<file path="src/rtl/wb_arbiter_pkg.sv">
`default_nettype none
// ============================================================================
// Module      : wb_arbiter_pkg
// Description : Shared constants, types and helpers for the writeback
//               arbiter. These hold the register-address width and the x0
//               index, the writeback source encoding, and a non-x0 predicate.
// Ports       : none (package)
// Revision    : 1.0 - initial release
// ============================================================================
package wb_arbiter_pkg;

  // Register-file addressing
  localparam int          c_REG_ADDR_W = 5;
  localparam logic [4:0]  c_REG_X0     = 5'd0;
  localparam int          c_NUM_REGS   = 32;

  // Source of the write currently held in the output register
  typedef enum logic [0:0] {
    SRC_ALU  = 1'b0,
    SRC_FIFO = 1'b1
  } wb_src_e;

  // x0 is hard-wired zero: writes and scoreboard updates to it are dropped
  function automatic logic reg_is_live(input logic [c_REG_ADDR_W-1:0] addr);
    return (addr != c_REG_X0);
  endfunction

endpackage : wb_arbiter_pkg
`default_nettype wire

</file>
<file path="src/rtl/wb_fifo.sv">
`default_nettype none
// ============================================================================
// Module      : wb_fifo
// Description : Small synchronous FIFO that buffers long-latency results
//               ({rd, data}) until the writeback port has a free slot. Full
//               and empty are derived from a registered occupancy count.
// Ports       : clk        - clock, rising edge
//               reset      - asynchronous, active-low
//               push       - write push_data (caller guarantees !full)
//               push_data  - entry to store
//               pop        - discard head (caller guarantees !empty)
//               pop_data   - current head entry
//               full/empty - occupancy flags
// Revision    : 1.0 - initial release
// ============================================================================
module wb_fifo #(
  parameter int WIDTH = 37,
  parameter int DEPTH = 2
) (
  input  logic             clk,
  input  logic             reset,
  input  logic             push,
  input  logic [WIDTH-1:0] push_data,
  input  logic             pop,
  output logic [WIDTH-1:0] pop_data,
  output logic             full,
  output logic             empty
);

  localparam int             c_AW       = $clog2(DEPTH);
  localparam logic [c_AW:0]  c_FULL_CNT = (c_AW+1)'(DEPTH);

  logic [WIDTH-1:0] r_mem [DEPTH];
  logic [c_AW-1:0]  r_wr_ptr;
  logic [c_AW-1:0]  r_rd_ptr;
  logic [c_AW:0]    r_count;

  logic w_push;
  logic w_pop;

  // Guard against misuse so occupancy can never run out of range
  assign w_push = push && !full;
  assign w_pop  = pop  && !empty;

  assign full     = (r_count == c_FULL_CNT);
  assign empty    = (r_count == '0);
  assign pop_data = r_mem[r_rd_ptr];

  // Storage carries no reset; only pointers and count define validity
  always_ff @(posedge clk) begin
    if (w_push) begin
      r_mem[r_wr_ptr] <= push_data;
    end
  end

  // DEPTH is a power of two, so pointers wrap by natural overflow
  always_ff @(posedge clk or negedge reset) begin
    if (!reset) begin
      r_wr_ptr <= '0;
      r_rd_ptr <= '0;
      r_count  <= '0;
    end else begin
      if (w_push) begin
        r_wr_ptr <= r_wr_ptr + 1'b1;
      end
      if (w_pop) begin
        r_rd_ptr <= r_rd_ptr + 1'b1;
      end
      case ({w_push, w_pop})
        2'b10:   r_count <= r_count + 1'b1;
        2'b01:   r_count <= r_count - 1'b1;
        default: r_count <= r_count;
      endcase
    end
  end

endmodule : wb_fifo
`default_nettype wire

</file>
<file path="src/rtl/wb_arbiter.sv">
`default_nettype none
// ============================================================================
// Module      : wb_arbiter
// Description : Owns the register-file write port. Merges single-cycle ALU
//               results with buffered long-latency results, drives one
//               registered write per cycle (ALU has priority), and keeps a
//               busy scoreboard of registers with outstanding long-latency
//               writes.
// Ports       : clk, reset (async active-low)
//               alu_valid/alu_rd/alu_data      - ALU result, no backpressure
//               mc_valid/mc_ready/mc_rd/mc_data - long-latency result stream
//               issue_valid/issue_rd           - long-latency op issued
//               busy[31:0]                     - pending-write scoreboard
//               rd/write_data/wr_en            - registered regfile write
// Revision    : 1.0 - initial release
// ============================================================================
module wb_arbiter
  import wb_arbiter_pkg::*;
#(
  parameter int XLEN  = 32,
  parameter int DEPTH = 2
) (
  input  logic                    clk,
  input  logic                    reset,
  input  logic                    alu_valid,
  input  logic [c_REG_ADDR_W-1:0] alu_rd,
  input  logic [XLEN-1:0]         alu_data,
  input  logic                    mc_valid,
  output logic                    mc_ready,
  input  logic [c_REG_ADDR_W-1:0] mc_rd,
  input  logic [XLEN-1:0]         mc_data,
  input  logic                    issue_valid,
  input  logic [c_REG_ADDR_W-1:0] issue_rd,
  output logic [c_NUM_REGS-1:0]   busy,
  output logic [c_REG_ADDR_W-1:0] rd,
  output logic [XLEN-1:0]         write_data,
  output logic                    wr_en
);

  localparam int c_ENTRY_W = c_REG_ADDR_W + XLEN;

  logic                    w_fifo_full;
  logic                    w_fifo_empty;
  logic                    w_fifo_push;
  logic                    w_fifo_pop;
  logic [c_ENTRY_W-1:0]    w_fifo_head;
  logic [c_REG_ADDR_W-1:0] w_head_rd;
  logic [XLEN-1:0]         w_head_data;

  logic                    w_alu_win;
  logic                    w_fifo_win;
  logic [c_NUM_REGS-1:0]   w_busy_nxt;

  logic [c_REG_ADDR_W-1:0] r_rd;
  logic [XLEN-1:0]         r_write_data;
  logic                    r_wr_en;
  wb_src_e                 r_src;
  logic [c_NUM_REGS-1:0]   r_busy;

  // --------------------------------------------------------------------------
  // Long-latency result buffer
  // --------------------------------------------------------------------------
  assign mc_ready = !w_fifo_full;

  // Handshakes to x0 complete but leave nothing to write back
  assign w_fifo_push = mc_valid && mc_ready && reg_is_live(mc_rd);

  wb_fifo #(
    .WIDTH (c_ENTRY_W),
    .DEPTH (DEPTH)
  ) u_fifo (
    .clk       (clk),
    .reset     (reset),
    .push      (w_fifo_push),
    .push_data ({mc_rd, mc_data}),
    .pop       (w_fifo_pop),
    .pop_data  (w_fifo_head),
    .full      (w_fifo_full),
    .empty     (w_fifo_empty)
  );

  assign w_head_rd   = w_fifo_head[c_ENTRY_W-1:XLEN];
  assign w_head_data = w_fifo_head[XLEN-1:0];

  // --------------------------------------------------------------------------
  // Slot selection: live ALU result first, otherwise drain the FIFO head
  // --------------------------------------------------------------------------
  assign w_alu_win  = alu_valid && reg_is_live(alu_rd);
  assign w_fifo_win = !w_alu_win && !w_fifo_empty;
  assign w_fifo_pop = w_fifo_win;

  // --------------------------------------------------------------------------
  // Output register; rd/write_data hold when the slot is idle
  // --------------------------------------------------------------------------
  always_ff @(posedge clk or negedge reset) begin
    if (!reset) begin
      r_rd         <= c_REG_X0;
      r_write_data <= '0;
      r_wr_en      <= 1'b0;
      r_src        <= SRC_ALU;
    end else if (w_alu_win) begin
      r_rd         <= alu_rd;
      r_write_data <= alu_data;
      r_wr_en      <= 1'b1;
      r_src        <= SRC_ALU;
    end else if (w_fifo_win) begin
      r_rd         <= w_head_rd;
      r_write_data <= w_head_data;
      r_wr_en      <= 1'b1;
      r_src        <= SRC_FIFO;
    end else begin
      r_wr_en      <= 1'b0;
    end
  end

  assign rd         = r_rd;
  assign write_data = r_write_data;
  assign wr_en      = r_wr_en;

  // --------------------------------------------------------------------------
  // Scoreboard. Clear happens on the edge the regfile commits a FIFO-sourced
  // write; a fresh issue to the same register on that edge wins.
  // --------------------------------------------------------------------------
  always_comb begin
    w_busy_nxt = r_busy;
    if (r_wr_en && (r_src == SRC_FIFO)) begin
      w_busy_nxt[r_rd] = 1'b0;
    end
    if (issue_valid && reg_is_live(issue_rd)) begin
      w_busy_nxt[issue_rd] = 1'b1;
    end
    w_busy_nxt[0] = 1'b0;
  end

  always_ff @(posedge clk or negedge reset) begin
    if (!reset) begin
      r_busy <= '0;
    end else begin
      r_busy <= w_busy_nxt;
    end
  end

  assign busy = r_busy;

endmodule : wb_arbiter
`default_nettype wire
</file>
<file path="config.mk">
export PLATFORM = sky130hd
export DESIGN_NAME = wb_arbiter
export DESIGN_NICKNAME = d
export VERILOG_FILES = /design/src/rtl/wb_arbiter_pkg.sv /design/src/rtl/wb_fifo.sv /design/src/rtl/wb_arbiter.sv
export SDC_FILE = /design/constraint.sdc
export NUM_CORES = 1
export LEC_CHECK = 0
export CORE_UTILIZATION = 45
export CTS_BUF_LIST = sky130_fd_sc_hd__clkbuf_2 sky130_fd_sc_hd__clkbuf_4 sky130_fd_sc_hd__clkbuf_8
export DETAILED_ROUTE_END_ITERATION = 6
export PLACE_DENSITY_LB_ADDON = 0.08
export SYNTH_ARGS = -nofsm -noshare
export SYNTH_HDL_FRONTEND = slang
export SYNTH_HIERARCHICAL = 1
export SYNTH_SLANG_ARGS = --single-unit
</file>
<file path="constraint.sdc">
create_clock -name clk -period 4.7 [get_ports clk]
set_input_delay 0.705 -clock clk [delete_from_list [all_inputs] [get_ports clk]]
set_output_delay 0.705 -clock clk [all_outputs]
set_load 0.01 [all_outputs]
</file>
==> flow_summary.toml, run 1 <==
[run_status]
status = "completed"

[detailed_routing]
drt_iter0_markers = 262
drc_errors = 0
finalWirelength_um = 12700
vias = 3855
final_antenna_net_count = 0
wl_per_cell_um = 17.2
avgViaCountPerCell = 5.21
drtPass1Iterations = 5

[synth]
yosysUniqueCellTypes = 36
synth_edf_count = 74
syn_avg_cell_area_um2 = 15.8
synth.ff_latch_count = 148
syn_nets = 476
ys_seq_area_frac = 0.661
synth_cells = 391
yosysWarnings = 6
ys_async_sr_fraction = 0.500
synth_area_um2 = 6160
synth-main-ff-cell = "edfxtp_1"

[timing]
fin_setup_tns_ps = 0
max_slew_margin = 0.226
fin_crit_sh = 0.575
hold_viol = 0
fin_skew_ps = 6.91
worst_slew_pin_slew_ps = 1160
fmax_mhz = 370
period_needed_ps = 2700
rsz0062_at_grt = "false"
setup_slack_ps = 2000
setup_viol = 0
slew_viol_final = 0

[clock_network]
cts.htree.levels = 4
cts_tree = "done"
clk_latency_ps = 440
cts_buffers = 17
cts_setup_buffers = 0
cts-resized-gates = 0
cts_buffer_depth = 2
cts_root_buffer = "clkbuf_8"
clkTransAtPathRegs_ps = 80
numClockSinks = 148
holdBufCountCts = 0

[global_route]
antenna_found_initial = 0
grt_overflow = 0
grt_pass1_wl_um = 19700
gr-usage-all-layers = 0.186
grt_pass1_vias = 3867
grt_start_max_net_pins = 75

[placed_design]
routabilityCongestion = 0.855
dpl_worst_slack_ps = 1490
port_buffers = 153
dp_hpwl_um = 8340

[die]
die_h_um = 119
die_area_um2 = 14200
start_util = 0.463
die_w_um = 119
rows = 42
core_um2 = 13300
ios = 155

[run]
drv_cap = 0

[finish]
drive_gt1_frac = 0.255
fin_nets = 636
layout_common_cells = "clkdlybuf4s50_1 (152), mux2_2 (81), edfxtp_1 (74)"
fillers = 1055
finish.utilization = 0.622
area_growth_pct = 34.3
diodes = 0
mostFrequentLayoutCell = "clkdlybuf4s50_1"

[worst_setup_path]
end_kind = "register"
path_class = "input port to register"
cp-start-kind = "input port"
cp.arrival_ps = 3020
worstPathMaxFanout = 33
reg2reg_depth = 6
required_ps = 5020

[power]
p_per_area_nw_per_um2 = 600
irDropWorstVdd_mv = 0.293
power_uw = 4960
p_leak_uw = 0.00305

[hold_path]
hold_path.class = "input port to async pin"
registers in the layout, summed over array words and instances, names as in the netlist:
signal / flops
busy: 31
r_src: 1
rd: 5
u_fifo/r_count: 2
u_fifo/r_mem: 74
u_fifo/r_rd_ptr: 1
u_fifo/r_wr_ptr: 1
wr_en: 1
write_data: 32
final cells by class:
| class | count | area [um2] | area share |
|---|---|---|---|
| clock inverters | 13 | 188 | 0.0227 |
| flip-flops and latches | 148 | 4080 | 0.493 |
| multi-input cells | 226 | 1990 | 0.240 |
| repair buffers | 154 | 1540 | 0.186 |
| inverters | 4 | 15.0 | 0.00182 |
| clock buffers | 19 | 249 | 0.0301 |
| well taps | 176 | 220 | 0.0266 |
power by group:
part / total (uW) / internal [uW] / leakage, uW / switching [uW]
Clock: 1070 / 633 / 0.000220 / 436
Combinational: 1780 / 1090 / 0.00132 / 684
Sequential: 2120 / 1810 / 0.00151 / 301
worst paths after layout:
check	to	slack (ps)	startpoint
max in group asynchronous	u_fifo/r_rd_ptr	3600	reset
worst max register to register	u_fifo/r_mem[0][8]	2350	u_fifo/r_count[0]
min in group clk	busy[2]	510	busy[2]
worst min register to register	busy[2]	510	busy[2]
worst min-delay path	busy[2]	420	reset
worst max-delay path	write_data[2]	2000	alu_rd[1]
critical path, stage by stage:
cell             delay (ps)
clkdlybuf4s50_1         430
or4_4                   570
o21ai_4                 880
mux2_2                  430
cells by family after synthesis:
| group | Yosys count | synth area share |
|---|---|---|
| compound gates | 72 | 0.0626 |
| xor+xnor | 5 | 0.00711 |
| fa+ha+maj | 1 | 0.00203 |
| buf+inv | 17 | 0.0185 |
| flops | 148 | 0.661 |
| mux | 106 | 0.205 |
| other cells | 1 | 0.000609 |
| simple gates | 41 | 0.0429 |
through the flow:
step | cell area [um2] | hold slack [ps] | std cells
after CTS | 8270 | 452 | 740
after floorplan | 6160 | 409 | 391
after global routing | 8270 | 474 | 740
after global placement | 7840 | 492 | 708
final | 8270 | 416 | 740
after detailed placement | 7840 | 502 | 708
synthesized netlist by cell type, drive strengths merged (4+ instances only):
master  number  share of area
mux2       101           0.20
dfrtp       74           0.30
edfxtp      74           0.36
o21ai       67          0.056
buf          9          0.014
nand2        8         0.0049
nand3b       8         0.0098
mux2i        5         0.0081
nor2         5         0.0030
or3b         5         0.0071
clkbuf       4         0.0024
inv          4         0.0024
per-layer routing:
layer	vias up	global-route usage	part of all wire
li1	1798	-	-
met1	1876	0.227	0.41
met2	155	0.302	0.49
met3	26	0.0556	0.075
met4	0	0.0878	0.020
met5	-	0	0
Power figures use the tool's default switching activity.
==> run 2: changes to the inputs <==
clock period = 2.2 ns   (was 4.7 ns; I/O delays follow)
==> flow_summary.toml, run 2 (synthesized netlist as in run 1, its figures left out) <==
[timing]
max_slew_margin = 0.552
fin_skew_ps = 10.6
worst_slew_pin_slew_ps = 671
fin_crit_sh = 0.926
fmax_mhz = 491
hold_viol = 0
slew_viol_final = 0
rsz0062_at_grt = "false"
period_needed_ps = 2040
setup_viol = 0

[die]
ios = 155
start_util = 0.463
die_w_um = 119
die_area_um2 = 14200
rows = 42
die_h_um = 119
core_um2 = 13300

[finish]
fillers = 1012
drive_gt1_frac = 0.290
diodes = 0
largest_reg_flops = 74
layout_common_cells = "clkdlybuf4s50_1 (152), mux2_2 (81), edfxtp_1 (74)"
finish.utilization = 0.642
mostFrequentLayoutCell = "clkdlybuf4s50_1"
area_growth_pct = 38.6
regMostFlops = "u_fifo/r_mem"
fin_nets = 661

[worst_setup_path]
end_kind = "register"
cp.arrival_ps = 2390
path_buf_inv = 2
crit_slowest_cell = "clkdlybuf4s50_1"
reg2reg_depth = 6
required_ps = 2560
r2r_end = "u_fifo/r_mem[0][7]"
crit_family = "simple AND/OR/NAND/NOR gates"
cp-start-kind = "input port"
cp_cell_sequence = "clkdlybuf4s50_1 -> or3_1 -> o311a_1 -> nand2_1 -> buf_4 -> ha_1 -> nor2_1 -> xor2_1"
r2r-start = "u_fifo/r_count[1]"
worst-r2r-setup-slack_ps = 250
cpPeakStageDelay_ps = 420
worstPathMaxFanout = 3
path_class = "input port to register"

[global_route]
grtUsageMet1 = 0.241
grt_pass1_vias = 4147
gr-usage-all-layers = 0.200
grt_start_max_net_pins = 49
grt_pass1_wl_um = 21300
grtUsageMet3 = 0.0589
grt-busiest-layer = "met2"
antenna_found_initial = 0
grtUsageMet2 = 0.337
grt_overflow = 0

[detailed_routing]
drt_iter0_markers = 239
vias = 3958
drtPass1Iterations = 4
avgViaCountPerCell = 5.17
wl_per_cell_um = 17.4
drc_errors = 0
finalWirelength_um = 13300
final_antenna_net_count = 0

[clock_network]
cts_buffers = 17
cts_setup_buffers = 0
cts.htree.levels = 4
clkTransAtPathRegs_ps = 80
cts_root_buffer = "clkbuf_8"
clk_latency_ps = 440
cts_tree = "done"
cts_buffer_depth = 2
numClockSinks = 148

[power]
clockPowerShare = 0.218
p_switching_uw = 3120
internal-power_uw = 7780
p_leak_uw = 0.00320
power_uw = 10900
pwr-share-comb = 0.385
switching_share = 0.286
p_per_area_nw_per_um2 = 1280
p_seq_frac = 0.397
irDropWorstVdd_mv = 0.560

[placed_design]
port_buffers = 153
routabilityCongestion = 0.832
dp_hpwl_um = 8910

[run_status]
status = "completed"

[run]
drv_cap = 0

[hold_path]
hold_path.class = "input port to async pin"
run 2: changes by cell type in the layout (fill, tap and decap cells not counted):
cell / change
clkbuf_8: +2
clkinv_2: +1
clkinv_1: -3
buf_12: +4
dlygate4sd3_1: +1
nor2_4: +1
buf_4: +19
run 2: routing by layer:
layer / wire (um) / vias to the layer above
li1: - / 1844
met2: 6860 / 139
met3: 824 / 13
met4: 163 / 0
met1: 5470 / 1962
met5: 0 / -
run 2: worst max path at each step:
| stage | start | to | cells past startpoint |
|---|---|---|---|
| 4_1_cts | u_fifo/r_count[0] | u_fifo/r_mem[0][5] | 6 |
| 3_5_place_dp | mc_rd[1] | u_fifo/r_mem[0][4] | 5 |
| 5_1_grt | u_fifo/r_count[0] | mc_ready | 5 |
| 2_1_floorplan | u_fifo/r_count[0] | u_fifo/r_mem[1][0] | 5 |
| 3_3_place_gp | mc_rd[1] | u_fifo/r_mem[0][3] | 5 |
| 6_report | mc_rd[1] | u_fifo/r_count[1] | 8 |
run 2: power groups by stage:
stage,clock network (uW),logic [uW],registers [uW]
6_report,2380,4190,4320
5_1_grt,2550,4540,4430
4_1_cts,2440,4230,4320
3_5_place_dp,0,4210,4370
3_3_place_gp,0,4130,4330
2_1_floorplan,0,2060,4550
run 2: timing repair:
item,4_1_cts,5_1_grt
gates resized for setup,0,1
hold endpoints to repair,47,0
endpoints found under the setup margin,0,37
hold buffers,1,0
run 2: final cells by class:
class,count,area (um2),area share
flip-flops and latches,148,4080,0.477
multi-input cells,227,2000,0.234
repair buffers,178,1770,0.207
clock buffers,21,277,0.0324
well taps,176,220,0.0258
clock inverters,11,181,0.0213
inverters,4,15.0,0.00176
run 2: per-stage QoR:
stage                     area, um2  hold WS [ps]  setup TNS [ps]  std cells  setup WS [ps]
after floorplan                6170          34.4               0        391           20.6
after global placement         8060           409           -9050        731           -237
after detailed placement       8060           404          -11000        731           -281
after CTS                      8530           432               0        764           15.8
after global routing           8540           443               0        765           80.6
final                          8540           462               0        765            163
==> run 3: changes to the inputs <==
HOLD_SLACK_MARGIN = 0.02   (was not set)
MAX_ROUTING_LAYER = met4   (was not set)
PLACE_DENSITY = 0.77   (was not set)
PLACE_DENSITY_LB_ADDON = not set   (was 0.08)
==> flow_summary.toml, run 3 (synthesized netlist as in run 1, its figures left out) <==
[power]
irDropWorstVdd_mv = 0.626
p_leak_uw = 0.00315
p_per_area_nw_per_um2 = 1240

[detailed_routing]
drtPass1Iterations = 5
final_antenna_net_count = 0
wl_met2_um = 6720
drt_iter0_markers = 277
wl_per_cell_um = 17.4
avgViaCountPerCell = 5.23
drt-met1-wl_um = 5430
finalWirelength_um = 13300
vias = 4000
met3WireLength_um = 923
drc_errors = 0
top_layer_used = "met4"

[timing]
fin_skew_ps = 8.63
max_slew_margin = 0.581
period_needed_ps = 2040
fin_setup_tns_ps = 0
worst_slew_pin_slew_ps = 627
fmax_mhz = 490
rsz0062_at_grt = "false"
hold_viol = 0
fin_crit_sh = 0.927
slew_viol_final = 0
setup_viol = 0

[clock_network]
cts_root_buffer = "clkbuf_8"
numClockSinks = 148
cts.htree.levels = 4
cts_buffers = 17
cts_tree = "done"
cts_buffer_depth = 2
clkTransAtPathRegs_ps = 80
cts_setup_buffers = 0
clk_latency_ps = 440

[worst_setup_path]
reg2reg_depth = 6
r2r_end = "u_fifo/r_mem[0][15]"
cp-start-kind = "input port"
cp_cell_sequence = "clkdlybuf4s50_1 -> or3_1 -> o311a_1 -> nand2_1 -> buf_4 -> ha_1 -> nor2_1 -> xor2_1"
path_depth = 8
crit_family = "simple AND/OR/NAND/NOR gates"
cpPeakStageDelay_ps = 420
worst-r2r-setup-slack_ps = 270
required_ps = 2560
path_class = "input port to register"
path_buf_inv = 2
startpoint = "mc_rd[1]"
end_kind = "register"
r2r-start = "u_fifo/r_count[0]"
worstPathMaxFanout = 3
crit_slowest_cell = "clkdlybuf4s50_1"
cp.arrival_ps = 2400
crit_end = "u_fifo/r_count[1]"

[die]
core_um2 = 13300
rows = 42
die_w_um = 119
ios = 155
start_util = 0.463
die_h_um = 119
die_area_um2 = 14200

[global_route]
gr-usage-all-layers = 0.204
grt_overflow = 0
grt_pass1_vias = 4139
grt_pass1_wl_um = 21200
antenna_found_initial = 0
grt_start_max_net_pins = 44

[finish]
largest_reg_flops = 74
mostFrequentLayoutCell = "clkdlybuf4s50_1"
diodes = 0
area_growth_pct = 37.4
layout_common_cells = "clkdlybuf4s50_1 (152), mux2_2 (81), edfxtp_1 (74)"
regMostFlops = "u_fifo/r_mem"
drive_gt1_frac = 0.287
layoutNonFillerInstCount = 765
fin_nets = 661

[placed_design]
dp.cells = 731
dp_hpwl_um = 9370
routabilityCongestion = 0.897
port_buffers = 153

[hold_path]
hold_path.class = "input port to async pin"

[run]
drv_cap = 0

[run_status]
status = "completed"
run 3: changes by cell type in the layout (fill, tap and decap cells not counted), sizes merged:
| cell | delta |
|---|---|
| bufinv | -3 |
| clkbuf | -1 |
| clkinv | +2 |
| clkinvlp | +2 |
run 3: final cells by class:
cell class | count | area, um2
Inverter | 4 | 15.0
Tap cell | 176 | 220
Fill cell | 999 | 4830
Clock buffer | 20 | 256
Timing Repair Buffer | 178 | 1780
Sequential cell | 148 | 4080
Multi-Input combinational cell | 227 | 2000
Clock inverter | 12 | 114
run 3: where the power goes:
group	total [uW]	internal (uW)	switching, uW
Sequential	4350	3870	477
Combinational	4200	2480	1720
Clock	1960	1020	935
run 3: metal layers:
| metal | up-vias | GRT usage |
|---|---|---|
| met5 | - | - |
| li1 | 1839 | - |
| met3 | 21 | 0.0560 |
| met1 | 1953 | 0.243 |
| met4 | 0 | 0.0728 |
| met2 | 187 | 0.332 |
run 3: worst register-to-register path: cells and delay by family, from the launching register on:
| family | cells | cell delay [ps] |
|---|---|---|
| buffers and inverters | 2 | 120 |
| and+or+nand+nor | 3 | 880 |
| AOI/OAI and AO/OA | 1 | 200 |
| DFF | 1 | 360 |
run 3: worst min-delay path by stage:
stage	endpoint	slack, ps
global route	busy[29]	390
floorplan	busy[10]	30
CTS	busy[21]	350
detailed placement	busy[29]	290
finish	busy[22]	360
global placement	busy[30]	290
run 3: repair_timing:
item / in CTS / in global routing
hold endpoints to repair: 31 / 0
setup endpoints to repair: 33 / 0
resized for setup: 1 / 0
hold buffers: 1 / 0
run 3: metrics by stage:
step / setup WS (ps) / total power (uW) / cell area [um2] / hold WS, ps / utilization
floorplan: 20.6 / 6610 / 6170 / 34.4 / -
global placement: -205 / 8440 / 8070 / 287 / 0.607
detailed placement: -282 / 8590 / 8070 / 289 / 0.607
CTS: 134 / 10600 / 8460 / 345 / 0.636
global route: 53.6 / 11100 / 8460 / 387 / 0.636
finish: 161 / 10500 / 8460 / 362 / 0.636
